`src/rtl/cpu_sequencer_fsm_if.sv`:
```
// Control bundle between the CPU sequencer and its datapath: the instruction
// and status words flow in, every datapath strobe and select flows out.
interface cpu_sequencer_fsm_if;
  logic [15:0] IRout;
  logic [2:0]  status;
  logic        pc_reset;
  logic        loadPC;
  logic        loadIR;
  logic        loada;
  logic        loadb;
  logic        loadc;
  logic        loads;
  logic        write;
  logic        mwrite;
  logic        load_addr;
  logic        msel;
  logic        asel;
  logic        bsel;
  logic [3:0]  vsel;
  logic [2:0]  readnum;
  logic [2:0]  writenum;
  logic [1:0]  shiftinput;
  logic [1:0]  ALUop;
  logic [15:0] sximm5;
  logic [15:0] sximm8;
  logic        halted;

  modport master (
    input  IRout, status,
    output pc_reset, loadPC, loadIR, loada, loadb, loadc, loads, write, mwrite,
           load_addr, msel, asel, bsel, vsel, readnum, writenum, shiftinput,
           ALUop, sximm5, sximm8, halted
  );

  modport slave (
    output IRout, status,
    input  pc_reset, loadPC, loadIR, loada, loadb, loadc, loads, write, mwrite,
           load_addr, msel, asel, bsel, vsel, readnum, writenum, shiftinput,
           ALUop, sximm5, sximm8, halted
  );
endinterface

```
`src/rtl/cpu_sequencer_fsm.sv`:
```
// Moore sequencer for the CPU datapath: fetch (PC->mem->IR->PC+1), decode and
// execute of MOV/ADD/CMP/AND/MVN/LDR/STR/HALT. Memory waits dwell MEM_LAT cycles.
module cpu_sequencer_fsm #(
  parameter int unsigned MEM_LAT = 1
) (
  input  logic                clk,
  input  logic                reset,
  cpu_sequencer_fsm_if.master bus
);

  typedef enum logic [4:0] {
    S_RST, S_IF1, S_IF2, S_UPC, S_DEC, S_WIMM, S_GETA, S_GETB, S_EXEC,
    S_WRC, S_ADDR, S_LADR, S_MEM, S_WRM, S_GETD, S_PASS, S_STR, S_HALT
  } state_t;

  state_t     r_state;
  state_t     w_next;
  logic [2:0] r_cnt;

  logic [2:0] w_opcode, w_rn, w_rd, w_rm;
  logic [1:0] w_op, w_sh;
  logic       w_movi, w_movr, w_alu, w_cmp, w_mvn, w_ldr, w_str;
  logic       w_unused_status;

  assign w_opcode = bus.IRout[15:13];
  assign w_op     = bus.IRout[12:11];
  assign w_rn     = bus.IRout[10:8];
  assign w_rd     = bus.IRout[7:5];
  assign w_sh     = bus.IRout[4:3];
  assign w_rm     = bus.IRout[2:0];

  assign w_movi = (w_opcode == 3'b110) && (w_op == 2'b10);
  assign w_movr = (w_opcode == 3'b110) && (w_op == 2'b00);
  assign w_alu  = (w_opcode == 3'b101) && ((w_op == 2'b00) || (w_op == 2'b10));
  assign w_cmp  = (w_opcode == 3'b101) && (w_op == 2'b01);
  assign w_mvn  = (w_opcode == 3'b101) && (w_op == 2'b11);
  assign w_ldr  = (w_opcode == 3'b011) && (w_op == 2'b00);
  assign w_str  = (w_opcode == 3'b100) && (w_op == 2'b00);

  // Status flags are observed only; this ISA has no conditional sequencing.
  assign w_unused_status = ^bus.status;

  assign bus.sximm5 = {{11{bus.IRout[4]}}, bus.IRout[4:0]};
  assign bus.sximm8 = {{8{bus.IRout[7]}}, bus.IRout[7:0]};

  // State register.
  always_ff @(posedge clk or negedge reset) begin
    if (!reset) r_state <= S_RST;
    else        r_state <= w_next;
  end

  // Dwell counter: reloads on entry to a memory-wait state, counts down to 0.
  always_ff @(posedge clk or negedge reset) begin
    if (!reset) begin
      r_cnt <= '0;
    end else if (((w_next == S_IF1) && (r_state != S_IF1)) ||
                 ((w_next == S_MEM) && (r_state != S_MEM))) begin
      r_cnt <= 3'(MEM_LAT - 1);
    end else if (r_cnt != '0) begin
      r_cnt <= r_cnt - 3'd1;
    end
  end

  // Next-state and Moore outputs.
  always_comb begin
    w_next         = r_state;
    bus.pc_reset   = 1'b0;
    bus.loadPC     = 1'b0;
    bus.loadIR     = 1'b0;
    bus.loada      = 1'b0;
    bus.loadb      = 1'b0;
    bus.loadc      = 1'b0;
    bus.loads      = 1'b0;
    bus.write      = 1'b0;
    bus.mwrite     = 1'b0;
    bus.load_addr  = 1'b0;
    bus.msel       = 1'b0;
    bus.asel       = 1'b0;
    bus.bsel       = 1'b0;
    bus.vsel       = 4'b0001;
    bus.readnum    = '0;
    bus.writenum   = '0;
    bus.shiftinput = '0;
    bus.ALUop      = '0;
    bus.halted     = 1'b0;
    unique case (r_state)
      S_RST: begin
        bus.pc_reset = 1'b1;
        bus.loadPC   = 1'b1;
        bus.vsel     = '0;
        w_next       = S_IF1;
      end
      S_IF1:  if (r_cnt == '0) w_next = S_IF2;
      S_IF2:  begin bus.loadIR = 1'b1; w_next = S_UPC; end
      S_UPC:  begin bus.loadPC = 1'b1; w_next = S_DEC; end
      S_DEC: begin
        if (w_movi)                              w_next = S_WIMM;
        else if (w_movr || w_mvn)                w_next = S_GETB;
        else if (w_alu || w_cmp || w_ldr || w_str) w_next = S_GETA;
        else                                     w_next = S_HALT;
      end
      S_WIMM: begin
        bus.writenum = w_rn;
        bus.vsel     = 4'b0100;
        bus.write    = 1'b1;
        w_next       = S_IF1;
      end
      S_GETA: begin
        bus.readnum = w_rn;
        bus.loada   = 1'b1;
        w_next      = (w_ldr || w_str) ? S_ADDR : S_GETB;
      end
      S_GETB: begin
        bus.readnum = w_rm;
        bus.loadb   = 1'b1;
        w_next      = S_EXEC;
      end
      S_EXEC: begin
        bus.shiftinput = w_sh;
        bus.asel       = w_movr;
        bus.ALUop      = (w_opcode == 3'b101) ? w_op : 2'b00;
        if (w_cmp) begin
          bus.loads = 1'b1;
          w_next    = S_IF1;
        end else begin
          bus.loadc = 1'b1;
          w_next    = S_WRC;
        end
      end
      S_WRC: begin
        bus.writenum = w_rd;
        bus.write    = 1'b1;
        w_next       = S_IF1;
      end
      S_ADDR: begin
        bus.bsel  = 1'b1;
        bus.loadc = 1'b1;
        w_next    = S_LADR;
      end
      S_LADR: begin
        bus.load_addr = 1'b1;
        w_next        = w_ldr ? S_MEM : S_GETD;
      end
      S_MEM: begin
        bus.msel = 1'b1;
        if (r_cnt == '0) w_next = S_WRM;
      end
      S_WRM: begin
        bus.writenum = w_rd;
        bus.vsel     = 4'b1000;
        bus.write    = 1'b1;
        w_next       = S_IF1;
      end
      S_GETD: begin
        bus.readnum = w_rd;
        bus.loadb   = 1'b1;
        w_next      = S_PASS;
      end
      S_PASS: begin
        bus.asel  = 1'b1;
        bus.loadc = 1'b1;
        w_next    = S_STR;
      end
      S_STR: begin
        bus.msel   = 1'b1;
        bus.mwrite = 1'b1;
        w_next     = S_IF1;
      end
      S_HALT:  bus.halted = 1'b1;
      default: w_next = S_RST;
    endcase
  end

endmodule

```
`src/flat_wrapper.sv`:
```
// flat-port wrapper written by rule: the top's interface ports become plain ports
module cpu_sequencer_fsm_flat 
#(
  parameter int unsigned MEM_LAT = 1
)
  (clk, reset, bus_IRout, bus_status, bus_pc_reset, bus_loadPC, bus_loadIR, bus_loada, bus_loadb, bus_loadc, bus_loads, bus_write, bus_mwrite, bus_load_addr, bus_msel, bus_asel, bus_bsel, bus_vsel, bus_readnum, bus_writenum, bus_shiftinput, bus_ALUop, bus_sximm5, bus_sximm8, bus_halted);
  cpu_sequencer_fsm_if bus_i ();
  input  logic clk;
  input  logic reset;
  input wire logic [$bits(bus_i.IRout)-1:0] bus_IRout;
  input wire logic [$bits(bus_i.status)-1:0] bus_status;
  output wire logic [$bits(bus_i.pc_reset)-1:0] bus_pc_reset;
  output wire logic [$bits(bus_i.loadPC)-1:0] bus_loadPC;
  output wire logic [$bits(bus_i.loadIR)-1:0] bus_loadIR;
  output wire logic [$bits(bus_i.loada)-1:0] bus_loada;
  output wire logic [$bits(bus_i.loadb)-1:0] bus_loadb;
  output wire logic [$bits(bus_i.loadc)-1:0] bus_loadc;
  output wire logic [$bits(bus_i.loads)-1:0] bus_loads;
  output wire logic [$bits(bus_i.write)-1:0] bus_write;
  output wire logic [$bits(bus_i.mwrite)-1:0] bus_mwrite;
  output wire logic [$bits(bus_i.load_addr)-1:0] bus_load_addr;
  output wire logic [$bits(bus_i.msel)-1:0] bus_msel;
  output wire logic [$bits(bus_i.asel)-1:0] bus_asel;
  output wire logic [$bits(bus_i.bsel)-1:0] bus_bsel;
  output wire logic [$bits(bus_i.vsel)-1:0] bus_vsel;
  output wire logic [$bits(bus_i.readnum)-1:0] bus_readnum;
  output wire logic [$bits(bus_i.writenum)-1:0] bus_writenum;
  output wire logic [$bits(bus_i.shiftinput)-1:0] bus_shiftinput;
  output wire logic [$bits(bus_i.ALUop)-1:0] bus_ALUop;
  output wire logic [$bits(bus_i.sximm5)-1:0] bus_sximm5;
  output wire logic [$bits(bus_i.sximm8)-1:0] bus_sximm8;
  output wire logic [$bits(bus_i.halted)-1:0] bus_halted;
  assign bus_i.IRout = bus_IRout;
  assign bus_i.status = bus_status;
  assign bus_pc_reset = bus_i.pc_reset;
  assign bus_loadPC = bus_i.loadPC;
  assign bus_loadIR = bus_i.loadIR;
  assign bus_loada = bus_i.loada;
  assign bus_loadb = bus_i.loadb;
  assign bus_loadc = bus_i.loadc;
  assign bus_loads = bus_i.loads;
  assign bus_write = bus_i.write;
  assign bus_mwrite = bus_i.mwrite;
  assign bus_load_addr = bus_i.load_addr;
  assign bus_msel = bus_i.msel;
  assign bus_asel = bus_i.asel;
  assign bus_bsel = bus_i.bsel;
  assign bus_vsel = bus_i.vsel;
  assign bus_readnum = bus_i.readnum;
  assign bus_writenum = bus_i.writenum;
  assign bus_shiftinput = bus_i.shiftinput;
  assign bus_ALUop = bus_i.ALUop;
  assign bus_sximm5 = bus_i.sximm5;
  assign bus_sximm8 = bus_i.sximm8;
  assign bus_halted = bus_i.halted;
  cpu_sequencer_fsm #(.MEM_LAT(MEM_LAT)) u_core (.clk(clk), .reset(reset), .bus(bus_i));
endmodule
```
`config.mk`:
```
export PLATFORM = sky130hd
export DESIGN_NAME = cpu_sequencer_fsm_flat
export DESIGN_NICKNAME = d
export VERILOG_FILES = /design/src/rtl/cpu_sequencer_fsm_if.sv /design/src/rtl/cpu_sequencer_fsm.sv /design/src/flat_wrapper.sv
export SDC_FILE = /design/constraint.sdc
export NUM_CORES = 1
export LEC_CHECK = 0
export CORE_ASPECT_RATIO = 2
export CORE_MARGIN = 10
export CORE_UTILIZATION = 33
export DETAILED_ROUTE_END_ITERATION = 6
export PLACE_DENSITY = 0.79
export SYNTH_ARGS = -nofsm -noshare
export SYNTH_HDL_FRONTEND = slang
export SYNTH_SLANG_ARGS = --single-unit
```
`constraint.sdc`:
```
create_clock -name clk -period 1.75 [get_ports clk]
set_input_delay 0.35 -clock clk [delete_from_list [all_inputs] [get_ports clk]]
set_output_delay 0.35 -clock clk [all_outputs]
set_load 0.05 [all_outputs]
```
==> flow_metrics.env <==
export IMPL_status="finished with violations"
export IMPL_violations="setup timing"
export IMPL_io_pin_count=81
export IMPL_final_area_um2=3440
export IMPL_drtIter0Drc=154
export IMPL_r2r_end="u_core.r_cnt[1]"
export IMPL_finalNonFillerCells=330
export IMPL_fmax_mhz=460
export IMPL_critPathLaunchType="register"
export IMPL_synth_most_common_cell="buf_4"
export IMPL_clock_sinks=8
export IMPL_cts_clk_slew_worst_paths_ns=0.04
export IMPL_track_usage_pct=21.9
export IMPL_viasPerCell=6.08
export IMPL_slew_viol_final=0
export IMPL_avgSynthCellArea_um2=7.24
export IMPL_fin_crit_sh_pct=124
export IMPL_crit_type="reg -> reg"
export IMPL_ir_worst_vdd_uv=1590
export IMPL_syn_inst=175
export IMPL_syn_nets=198
export IMPL_layout_area_overhead_vs_synth_pct=172
export IMPL_dieArea_um2=6870
export IMPL_cts_tree="done"
export IMPL_antenna_cells=0
export IMPL_grt_overflow_total=0
export IMPL_path_max_fanout=7
export IMPL_drive_above_1_share_pct=73.0
export IMPL_drv_cap=0
export IMPL_clock_path_buffers=2
export IMPL_synth_ff_latch_count=8
export IMPL_synth_area_um2=1270
export IMPL_postRouteAntennaNets=0
export IMPL_slew_headroom_pct=49.7
export IMPL_synth_cell_type_count=49
export IMPL_first_pass_iters=5
export IMPL_grt_pass1_vias=1907
export IMPL_power_w=0.00494
export IMPL_multi_input_area_um2=1150
export IMPL_grt_antenna_before_repair=0
export IMPL_yosysTopAreaCell="buf_4"
export IMPL_crit_path_end_kind="register"
export IMPL_die_h_um=108
export IMPL_rr_worst_depth=8
export IMPL_nFillCells=94
export IMPL_route_met3_wl_um=768
export IMPL_core_area_um2=3680
export IMPL_period_minus_slack_ns=2.17
export IMPL_die_w_um=63.8
export IMPL_highest_layer="met4"
export IMPL_rows=31
export IMPL_required_ns=1.91
export IMPL_clk_latency_ns=0.23
export IMPL_skew_ns=0.00105
export IMPL_hold_buffers=0
export IMPL_numPortBuffers=76
export IMPL_wl_met2_um=5040
export IMPL_wl_um=9360
export IMPL_grt_max_degree=14
export IMPL_synth_edf_count=0
export IMPL_place_hpwl_um=5000
export IMPL_nets=306
export IMPL_synth_yosys_seq_area_share_pct=15.8
export IMPL_synthTopCellsByCount="33 x buf_4, 23 x nor2_1, 13 x nand2_1, 8 x a21oi_1, 8 x dfrtp_1"
export IMPL_clockRootBuffer="clkbuf_8"
export IMPL_ff_latch_area_um2=203
export IMPL_wl_per_cell_um=28.4
export IMPL_worst_pin_slew_ns=0.744
export IMPL_ys_top_cells_by_area="buf_4 20%, dfrtp_1 16%, nor2_1 6.8%"
export IMPL_finalHoldViolCount=0
export IMPL_dp_cells=301
export IMPL_hp_class="in -> async"
export IMPL_rsz0062_at_grt="true"
export IMPL_placed_cell_area_um2=2830
export IMPL_drcViolationCount=0
export IMPL_r2r_start="u_core.r_state[3]"
export IMPL_m1WireLength_um=3180
export IMPL_yosysTopAreaCellShare_pct=19.5
export IMPL_critPathArrivalTime_ns=2.34
export IMPL_final_setup_worst_slack_ns=-0.424
export IMPL_htreeDepth=1
export IMPL_gp_congestion=0.873
export IMPL_power_density_nw_per_um2=1430
export IMPL_synthArstFlopShare_pct=100
export IMPL_r2r_slack_ns=-0.42
export IMPL_yosysWarnings=0
export IMPL_final_util_pct=93.4
export IMPL_setup_viol_count_final=33
export IMPL_synth_main_ff_cell="dfrtp_1"
export IMPL_p_leak_nw=1.47
export IMPL_vias=2005
export IMPL_initial_core_util_pct=34.4
export IMPL_cts_made_buffers=3
export IMPL_grt_pass1_wl_um=11800
[critical path, cell delays in order, from the launching register on]
cell	delay (ns)
dfrtp_1	0.38
buf_6	0.16
buf_4	0.12
nor4bb_1	0.59
a21oi_1	0.13
a21boi_1	0.19
nor4b_4	0.14
o221ai_2	0.18
and3_1	0.21
[kinds of logic (layout without fill, tap and decap cells)]
family,after synthesis,count (layout),synth area share [%]
AO/OA/AOI/OAI,37,37,20.9
XOR/XNOR,1,1,0.691
adder cells (fa/ha/maj),2,2,1.97
buffers and inverters,48,154,25.2
flip-flops,8,8,15.8
multiplexers,1,1,0.888
other,1,1,0.296
AND/OR/NAND/NOR,77,77,34.3
[power breakdown]
part	total [W]	switching [W]	internal [W]
clock	0.000225	0.0000756	0.000149
combinational	0.00439	0.00232	0.00207
sequential	0.000324	0.0000824	0.000242
[cell type report]
class,instances,share of cell area [%]
well taps,49,1.78
inverters,5,0.545
flip-flops and latches,8,5.89
clock buffers,3,1.20
repair buffers,146,57.2
multi-input cells,119,33.4
[worst max-delay path by stage]
stage,from,to,depth (start not counted)
after floorplan,u_core.r_state[4],bus_loads,5
after global placement,bus_IRout[15],u_core.r_cnt[1],7
after detailed placement,bus_IRout[15],u_core.r_cnt[1],7
after CTS,u_core.r_state[1],bus_loads,5
after global routing,u_core.r_state[4],u_core.r_cnt[1],8
final,u_core.r_state[3],u_core.r_cnt[1],8
[placed cells by master, fill, tap and decap left out, drive strengths merged, types with 2 or more instances in the layout]
cell type / count
buf: 129
nor2: 24
nand2: 13
clkdlybuf4s50: 12
dfrtp: 8
a21oi: 8
clkbuf: 7
a22oi: 6
inv: 5
and3: 5
nor2b: 5
o21ai: 4
nor3: 3
nor4b: 3
and2: 3
nand2b: 3
or2: 3
o211ai: 3
nand3b: 2
or3b: 2
ha: 2
or2b: 2
and3b: 2
a211oi: 2
o31ai: 2
nor3b: 2
a32o: 2
a31o: 2
nor4bb: 2
o22ai: 2
[state kept, by name, summed over array words and instances (netlist names)]
register / count
u_core.r_cnt: 3
u_core.r_state: 5
[through the flow]
| step | setup TNS, ns | hold WS (ns) | worst slack (ns) |
|---|---|---|---|
| 2_1_floorplan | -2.19 | 0.0544 | -0.210 |
| 3_3_place_gp | -5.25 | 0.574 | -0.645 |
| 3_5_place_dp | -6.39 | 0.590 | -0.688 |
| 4_1_cts | -5.02 | 0.405 | -0.251 |
| 5_1_grt | -7.33 | 0.426 | -0.384 |
| 6_report | -7.12 | 0.404 | -0.424 |
[routing by layer]
layer | global-route usage [%] | vias to the layer above
met5 | 0 | -
li1 | - | 797
met1 | 23.0 | 965
met4 | 6.92 | 0
met2 | 41.3 | 200
met3 | 4.28 | 43
[what timing repair did]
item | 4_1_cts | 5_1_grt
pin swaps | 32 | 15
gates cloned | 0 | 1
endpoints found under the setup margin | 32 | 32
buffers inserted | 15 | 11
gates resized for setup | 75 | 33
Note: power is estimated with default switching activity, not from simulation.
